===== config.mk =====
export PLATFORM = sky130hd
export DESIGN_NAME = seg_scan_reader
export DESIGN_NICKNAME = d
export VERILOG_FILES = /design/src/rtl/seg_scan_reader_pkg.sv /design/src/rtl/seg_scan_reader_pattern_to_hex.sv /design/src/rtl/seg_scan_reader.sv
export SDC_FILE = /design/constraint.sdc
export NUM_CORES = 1
export LEC_CHECK = 0
export ABC_AREA = 1
export CORE_ASPECT_RATIO = 2
export CORE_MARGIN = 3
export CORE_UTILIZATION = 35
export DETAILED_ROUTE_END_ITERATION = 6
export PLACE_DENSITY = 0.59
export SETUP_SLACK_MARGIN = 0.15
export SLEW_MARGIN = 25
export SYNTH_ARGS = -nofsm -noshare
export SYNTH_HDL_FRONTEND = slang
export SYNTH_SLANG_ARGS = --single-unit

===== constraint.sdc =====
create_clock -name CLK -period 7.4 [get_ports CLK]
set_input_delay 1.48 -clock CLK [delete_from_list [all_inputs] [get_ports CLK]]
set_output_delay 1.48 -clock CLK [all_outputs]
set_load 0.01 [all_outputs]

===== src/rtl/seg_scan_reader_pkg.sv =====
// Shared seven-segment definitions: glyph patterns (active-low, g..a order)
// and the bit positions of the segment bus, common to driver and reader.
package seg_scan_reader_pkg;

  localparam logic [6:0] GLYPH_0 = 7'b1000000;
  localparam logic [6:0] GLYPH_1 = 7'b1111001;
  localparam logic [6:0] GLYPH_2 = 7'b0100100;
  localparam logic [6:0] GLYPH_3 = 7'b0110000;
  localparam logic [6:0] GLYPH_4 = 7'b0011001;
  localparam logic [6:0] GLYPH_5 = 7'b0010010;
  localparam logic [6:0] GLYPH_6 = 7'b0000010;
  localparam logic [6:0] GLYPH_7 = 7'b1111000;
  localparam logic [6:0] GLYPH_8 = 7'b0000000;
  localparam logic [6:0] GLYPH_9 = 7'b0010000;
  localparam logic [6:0] GLYPH_A = 7'b0001000;
  localparam logic [6:0] GLYPH_B = 7'b0000011;
  localparam logic [6:0] GLYPH_C = 7'b1000110;
  localparam logic [6:0] GLYPH_D = 7'b0100001;
  localparam logic [6:0] GLYPH_E = 7'b0000110;
  localparam logic [6:0] GLYPH_F = 7'b0001110;
  localparam logic [6:0] SEG_BLANK = 7'b1111111;

  // Positions on the 8-bit segment bus
  localparam int SEG_DP_BIT = 0;
  localparam int SEG_A_BIT  = 1;
  localparam int SEG_B_BIT  = 2;
  localparam int SEG_C_BIT  = 3;
  localparam int SEG_D_BIT  = 4;
  localparam int SEG_E_BIT  = 5;
  localparam int SEG_F_BIT  = 6;
  localparam int SEG_G_BIT  = 7;

endpackage


===== src/rtl/seg_scan_reader_pattern_to_hex.sv =====
// Combinational glyph decoder: 7-bit active-low g..a pattern to hex nibble.
// Blank and any non-glyph pattern report valid=0 with a zero nibble.
module seg_pattern_to_hex
  import seg_scan_reader_pkg::*;
(
  input  logic [6:0] pattern,
  output logic [3:0] nibble,
  output logic       valid
);

  always_comb begin
    nibble = 4'h0;
    valid  = 1'b1;
    case (pattern)
      GLYPH_0: nibble = 4'h0;
      GLYPH_1: nibble = 4'h1;
      GLYPH_2: nibble = 4'h2;
      GLYPH_3: nibble = 4'h3;
      GLYPH_4: nibble = 4'h4;
      GLYPH_5: nibble = 4'h5;
      GLYPH_6: nibble = 4'h6;
      GLYPH_7: nibble = 4'h7;
      GLYPH_8: nibble = 4'h8;
      GLYPH_9: nibble = 4'h9;
      GLYPH_A: nibble = 4'hA;
      GLYPH_B: nibble = 4'hB;
      GLYPH_C: nibble = 4'hC;
      GLYPH_D: nibble = 4'hD;
      GLYPH_E: nibble = 4'hE;
      GLYPH_F: nibble = 4'hF;
      default: valid  = 1'b0;
    endcase
  end

endmodule


===== src/rtl/seg_scan_reader.sv =====
// Reads back a multiplexed active-low 7-segment bus and rebuilds each digit's
// nibble, decimal point and validity once its pattern has been stable long enough.
module seg_scan_reader
  import seg_scan_reader_pkg::*;
#(
  parameter int DIGITS        = 4,
  parameter int STABLE_CYCLES = 4
) (
  input  logic                  CLK,
  input  logic                  RST,
  input  logic [DIGITS-1:0]     AN,
  input  logic [7:0]            SEG,
  output logic [4*DIGITS-1:0]   DIGIT_VAL,
  output logic [DIGITS-1:0]     DP,
  output logic [DIGITS-1:0]     INVALID,
  output logic                  UPDATE,
  output logic [2:0]            UPD_IDX,
  output logic                  FRAME_DONE
);

  localparam logic [7:0] CNT_MAX = 8'(STABLE_CYCLES);
  localparam logic [7:0] CNT_ACC = 8'(STABLE_CYCLES - 1);

  logic [DIGITS-1:0] s_an, p_an, sel, acc_mask, seen;
  logic [7:0]        s_seg, p_seg, cnt;
  logic              an_ok, same, accept, pat_valid;
  logic [2:0]        acc_idx;
  logic [3:0]        pat_nibble;
  logic [6:0]        pattern;

  assign sel   = ~s_an;
  assign an_ok = $onehot(sel);
  assign same  = (s_an == p_an) && (s_seg == p_seg);
  // Requiring the current sample to still match means a pattern that changes
  // exactly as the count reaches its threshold is never accepted.
  assign accept   = an_ok && same && (cnt == CNT_ACC);
  assign acc_mask = accept ? sel : '0;

  assign pattern = {s_seg[SEG_G_BIT], s_seg[SEG_F_BIT], s_seg[SEG_E_BIT],
                    s_seg[SEG_D_BIT], s_seg[SEG_C_BIT], s_seg[SEG_B_BIT],
                    s_seg[SEG_A_BIT]};

  seg_pattern_to_hex u_dec (
    .pattern (pattern),
    .nibble  (pat_nibble),
    .valid   (pat_valid)
  );

  always_comb begin
    acc_idx = 3'd0;
    for (int i = 0; i < DIGITS; i++) begin
      if (sel[i]) acc_idx = 3'(i);
    end
  end

  always_ff @(posedge CLK) begin
    if (RST) begin
      s_an       <= '1;
      p_an       <= '1;
      s_seg      <= '1;
      p_seg      <= '1;
      cnt        <= 8'd0;
      DIGIT_VAL  <= '0;
      DP         <= '0;
      INVALID    <= '1;
      UPDATE     <= 1'b0;
      UPD_IDX    <= 3'd0;
      FRAME_DONE <= 1'b0;
      seen       <= '0;
    end else begin
      p_an  <= s_an;
      p_seg <= s_seg;
      s_an  <= AN;
      s_seg <= SEG;

      if (!an_ok)             cnt <= 8'd0;
      else if (!same)         cnt <= 8'd1;
      else if (cnt != CNT_MAX) cnt <= cnt + 8'd1;

      UPDATE <= accept;
      if (accept) UPD_IDX <= acc_idx;

      for (int i = 0; i < DIGITS; i++) begin
        if (accept && sel[i]) begin
          DP[i]      <= ~s_seg[SEG_DP_BIT];
          INVALID[i] <= ~pat_valid;
          if (pat_valid) DIGIT_VAL[4*i +: 4] <= pat_nibble;
        end
      end

      // A full mask is reported and cleared one cycle later; a concurrent
      // acceptance starts the next frame instead of being lost.
      if (&seen) begin
        FRAME_DONE <= 1'b1;
        seen       <= acc_mask;
      end else begin
        FRAME_DONE <= 1'b0;
        seen       <= seen | acc_mask;
      end
    end
  end

endmodule


==> results of run 1 <==
## cell type report
class | instances | area, um^2 | area share
clock inverter | 6 | 90.1 | 0.0248
timing repair buffer | 42 | 418 | 0.115
sequential | 64 | 1280 | 0.352
inverter | 51 | 193 | 0.0529
multi-input combinational | 268 | 1300 | 0.358
clock buffer | 10 | 239 | 0.0657
tap | 94 | 118 | 0.0323
## synthesized netlist by cell type, drive strengths merged
cell / number
a21oi: 21
nand4: 7
xnor2: 4
nor3: 12
clkinv: 2
buf: 2
ha: 4
fa: 1
inv: 49
conb: 1
nand2: 118
o21ai: 10
dfxtp: 64
xor2: 3
nand3: 18
or2: 16
clkbuf: 5
nor2: 53
## registers in the layout, summed over array words and instances (netlist names), 4 cells and up
| signal | count |
|---|---|
| DIGIT_VAL | 16 |
| DP | 4 |
| INVALID | 4 |
| cnt | 8 |
| p_an | 4 |
| p_seg | 8 |
| s_an | 4 |
| s_seg | 8 |
| seen | 4 |
## metrics by stage
stage / hold WS [ns] / cells / setup WS [ns] / utilization / cell area [um^2]
detailed placement: 0.453 / 519 / 3.96 / 0.429 / 3310
global placement: 0.453 / 519 / 3.94 / 0.429 / 3310
global route: 0.478 / 535 / 4.16 / 0.472 / 3640
floorplan: 0.445 / 390 / 4.96 / - / 2810
CTS: 0.468 / 535 / 4.29 / 0.472 / 3640
finish: 0.464 / 535 / 4.35 / 0.472 / 3640
## layer usage
layer,share of wire,global-route usage
met4,0.036,0.0924
met2,0.54,0.269
met1,0.39,0.146
met3,0.037,0.0365
met5,0,0
## cells by family (layout without fill, tap and decap cells)
family,after synthesis,in the layout,share of synthesized area
adder cells (fa/ha/maj),5,5,0.0250
AND/OR/NAND/NOR,224,224,0.360
buffers and inverters,58,109,0.0798
AO/OA/AOI/OAI,31,31,0.0553
XOR/XNOR,7,7,0.0218
other,1,1,0.00134
flip-flops,64,64,0.457
## layout by cell type, fill, tap and decap left out, drive strengths merged
| master | netlist | routed |
|---|---|---|
| nand2 | 118 | 118 |
| dfxtp | 64 | 64 |
| nor2 | 53 | 53 |
| inv | 49 | 50 |
| clkdlybuf4s50 | 0 | 41 |
| a21oi | 21 | 21 |
| nand3 | 18 | 18 |
| or2 | 16 | 16 |
| nor3 | 12 | 12 |
| o21ai | 10 | 10 |
| clkbuf | 5 | 10 |
| nand4 | 7 | 7 |
| xnor2 | 4 | 4 |
| ha | 4 | 4 |
| clkinv | 2 | 4 |
| xor2 | 3 | 3 |
| bufinv | 0 | 2 |
| fa | 1 | 1 |
| conb | 1 | 1 |
| clkinvlp | 0 | 1 |
| buf | 2 | 1 |
## critical path: stages
cell	delay (ns)
clkdlybuf4s50_1	0.45
buf_4	0.28
clkinv_1	0.67
o21ai_0	0.29
nor2_1	0.07
## how the worst min path moves through the flow
| stage | to | cells after the start | slack (ns) |
|---|---|---|---|
| after floorplan | seen[2] | 2 | 0.45 |
| after global placement | DIGIT_VAL[6] | 2 | 0.45 |
| after detailed placement | DIGIT_VAL[10] | 2 | 0.45 |
| after CTS | DIGIT_VAL[10] | 2 | 0.47 |
| after global routing | seen[2] | 2 | 0.48 |
| final | DIGIT_VAL[1] | 2 | 0.46 |
## where the power goes
part	switching (mW)	total (mW)	leakage (nW)	internal, mW
logic	0.0244	0.0427	0.985	0.0183
registers	0.00766	0.359	0.522	0.352
clock network	0.154	0.459	0.159	0.305
==> metrics.cfg, run 1 <==
[clock_tree]
cts_max_level=3
cts_hold_buf=0
cts-buffers-inserted=9
clockBufferDepth=2
path_clk_slew_ns=0.06
cts-root-buf=clkbuf_16
cts_resized=0
post-cts-setup-buffers=0
cts.sinks=64
cts_tree=built
clk_latency_ns=0.33

[power_and_ir_drop]
peakVddDrop_uv=182
total_power_uw=861
p_leak_nw=1.67
p_per_area_mw_per_mm2=236

[worst_setup_path]
endpoint_kind=flop
timing.rr.start=s_an[0]
reg2reg_to=INVALID[3]
worst-path-max-fanout=29
crit_arrival_ns=3.26
rrSetupSlack_ns=4.72
start_kind=input port
crit_start=RST
critical_path_class=input port to flop
endpoint=DP[1]
crit_required_ns=7.61
rr_worst_depth=12

[placement]
dpl.hpwl_um=4950
gp_congestion=0.825
portBuffers=41

[route]
drc_errors=0
finalWirelength_um=6560
drtIter0Drc=93
ant_nets=0
drt_first_pass_iters=6
vias_per_cell=4.67
route.vias.total=2497
wl_per_cell_um=12.3

[logic_synthesis]
synth_area_mm2=0.00281
ys_seq_area_frac=0.457
yosys_warnings=0
synth_top_area_frac=0.457
synth_seq_cells=64
synthCells=390
yosys.area.top_type=dfxtp_1
syn_area_per_cell_um2=7.20
synth.distinct_cells=25
ys_top_cells_by_area=dfxtp_1, nand2_1, inv_1
syn_nets=409

[timing]
finClkSkew_ns=0.00792
worstMarginPinSlew_ns=0.755
layout_min_cycle_time_ns=3.05
grt_setup_unrepaired=no
tns_ns=0
slew_viol_final=0
finalCritPeriodShare=0.412
fmax_ghz=0.328
relSlewSlack=0.493
setup_viol_count_final=0
final-hold-violation-count=0

[grt]
grt_max_degree=30
grt_pass1_wl_um=10700
grt_usage=0.148
grt_overflow=0
antenna_found_initial=0
grt_pass1_vias=2502

[outcome]
status=complete, no violations

[finish]
area.growth.synth_to_final_pct=29.7
antenna_cells=0
nets=455
nFillCells=767
drive_above_1_share=0.111

[floorplan]
initial_utilization=0.364
ios=43
core_area_mm2=0.00771
rows=45
die_h_um=133
die_area_mm2=0.00919
die_w_um=69.3

[hold_path]
min_from=DIGIT_VAL[1]
min_path_type=flop to flop

[flow_run]
maxCapViolations=0

No activity file was read; power rests on OpenSTA's default activity.
==> inputs of run 2 (changes only) <==
PLACE_DENSITY = 0.61   (was 0.59)
clock period = 2.6 ns   (was 7.4 ns; I/O delays follow)
==> metrics.cfg, run 2 (synthesis results as in run 1) <==
[outcome]
status=complete, no violations

[worst_setup_path]
crit_arrival_ns=2.67
reg2reg_to=DIGIT_VAL[7]
endpoint=DIGIT_VAL[7]
crit_required_ns=2.83
critical_path_class=flop to flop
rrSetupSlack_ns=0.16
crit_start=s_an[3]
rr_worst_depth=12
endpoint_kind=flop
max_stage_delay_ns=0.55
start_kind=flop
crit_path_cell_trace=fa_1 > inv_2 > ha_4 > ha_4 > nor3_4 > inv_2 > nor2_4 > nand3_4 > nor2_4 > nand3_1 > nand2_1 > nor2_1
worst-path-max-fanout=8
timing.rr.start=s_an[3]
cpMaxStageDelayCell=fa_1

[floorplan]
core_area_mm2=0.00771
rows=45
die_w_um=69.3
die_h_um=133
ios=43
initial_utilization=0.364
die_area_mm2=0.00919

[placement]
portBuffers=41
placed_area_mm2=0.00336
gp_congestion=0.836
place_inst=526
dpl.hpwl_um=5030

[clock_tree]
cts_max_level=3
cts_hold_buf=0
cts-buffers-inserted=9
cts-root-buf=clkbuf_16
cts.sinks=64
path_clk_slew_ns=0.05
clk_latency_ns=0.33
clockBufferDepth=2
cts_tree=built

[hold_path]
min_from=INVALID[2]
min_path_type=flop to flop
hold_depth=2

[finish]
drive_above_1_share=0.191
max_flop_register=DIGIT_VAL
antenna_cells=0
fin_area_mm2=0.00389
utilization=0.504
area.growth.synth_to_final_pct=38.5
nets=469
nFillCells=739
final_common_cell=nand2_1
final_cell_mix=nand2_1, dfxtp_1, inv_1, nor2_1, clkdlybuf4s50_1
largest_reg_flops=16
finalNonFillerCells=549

[route]
finalWirelength_um=6950
ant_nets=0
vias_per_cell=4.76
route.vias.total=2612
drc_errors=0
drt_first_pass_iters=4
drtIter0Drc=103
wl_per_cell_um=12.7

[power_and_ir_drop]
peakVddDrop_uv=475
p_leak_nw=1.76
p_per_area_mw_per_mm2=633
total_power_mw=2.46

[timing]
finalCritPeriodShare=0.939
fmax_ghz=0.410
timing.hold.ws_ns=0.466
setup_viol_count_final=0
final-hold-violation-count=0
grt_setup_unrepaired=yes
slew_viol_final=0
finClkSkew_ns=0.00606
layout_min_cycle_time_ns=2.44

[flow_run]
maxCapViolations=0

[grt]
grt_max_degree=29
grt_pass1_vias=2609
grt_overflow=0
grt_pass1_wl_um=11600
antenna_found_initial=0
grt_usage=0.159

## run 2: worst min path at each step
stage                                to
after floorplan                 seen[2]
after global placement     DIGIT_VAL[0]
after detailed placement   DIGIT_VAL[8]
final                        INVALID[2]
after global routing      DIGIT_VAL[10]
after CTS                  DIGIT_VAL[8]
## run 2: repair_timing
item,in CTS,in global routing
gates resized for setup,7,33
cloned,1,0
endpoints found under the hold margin,0,0
endpoints found under the setup margin,27,27
pin swaps,8,4
buffers inserted,4,2
## run 2: worst max-delay path, delay by kind of cell, from the launching register on
kind	cells	cell delay [ns]
flops	1	0.33
buf+inv	2	0.12
simple gates	7	0.96
fa+ha+maj	3	0.93
## run 2: final cells by class
class / instances / area, um^2 / share of cell area
flip-flops and latches: 64 / 1280 / 0.330
repair buffers: 55 / 532 / 0.137
clock buffers: 11 / 243 / 0.0624
well taps: 94 / 118 / 0.0303
multi-input cells: 269 / 1440 / 0.370
clock inverters: 5 / 80.1 / 0.0206
inverters: 51 / 194 / 0.0499
## run 2: layer usage
metal | part of all wire | wire length (um) | track usage | vias to the layer above
met4 | 0.033 | 228 | 0.0870 | 0
met1 | 0.38 | 2610 | 0.156 | 1210
met5 | 0 | 0 | 0 | -
met2 | 0.55 | 3840 | 0.293 | 62
li1 | - | - | - | 1322
met3 | 0.039 | 272 | 0.0441 | 18
## run 2: metrics by stage
step | setup WS [ns] | setup TNS (ns)
3_3_place_gp | 0.0322 | 0
6_report | 0.159 | 0
5_1_grt | 0.0769 | 0
4_1_cts | 0.166 | 0
3_5_place_dp | -0.0191 | -0.0191
2_1_floorplan | 0.160 | 0
## run 2: power breakdown
part	internal (mW)	switching (mW)	leakage [nW]	total [mW]
combinational	0.0658	0.0881	1.09	0.154
clock	0.862	0.422	0.152	1.28
sequential	1.00	0.0184	0.521	1.02
total	1.93	0.529	1.76	2.46
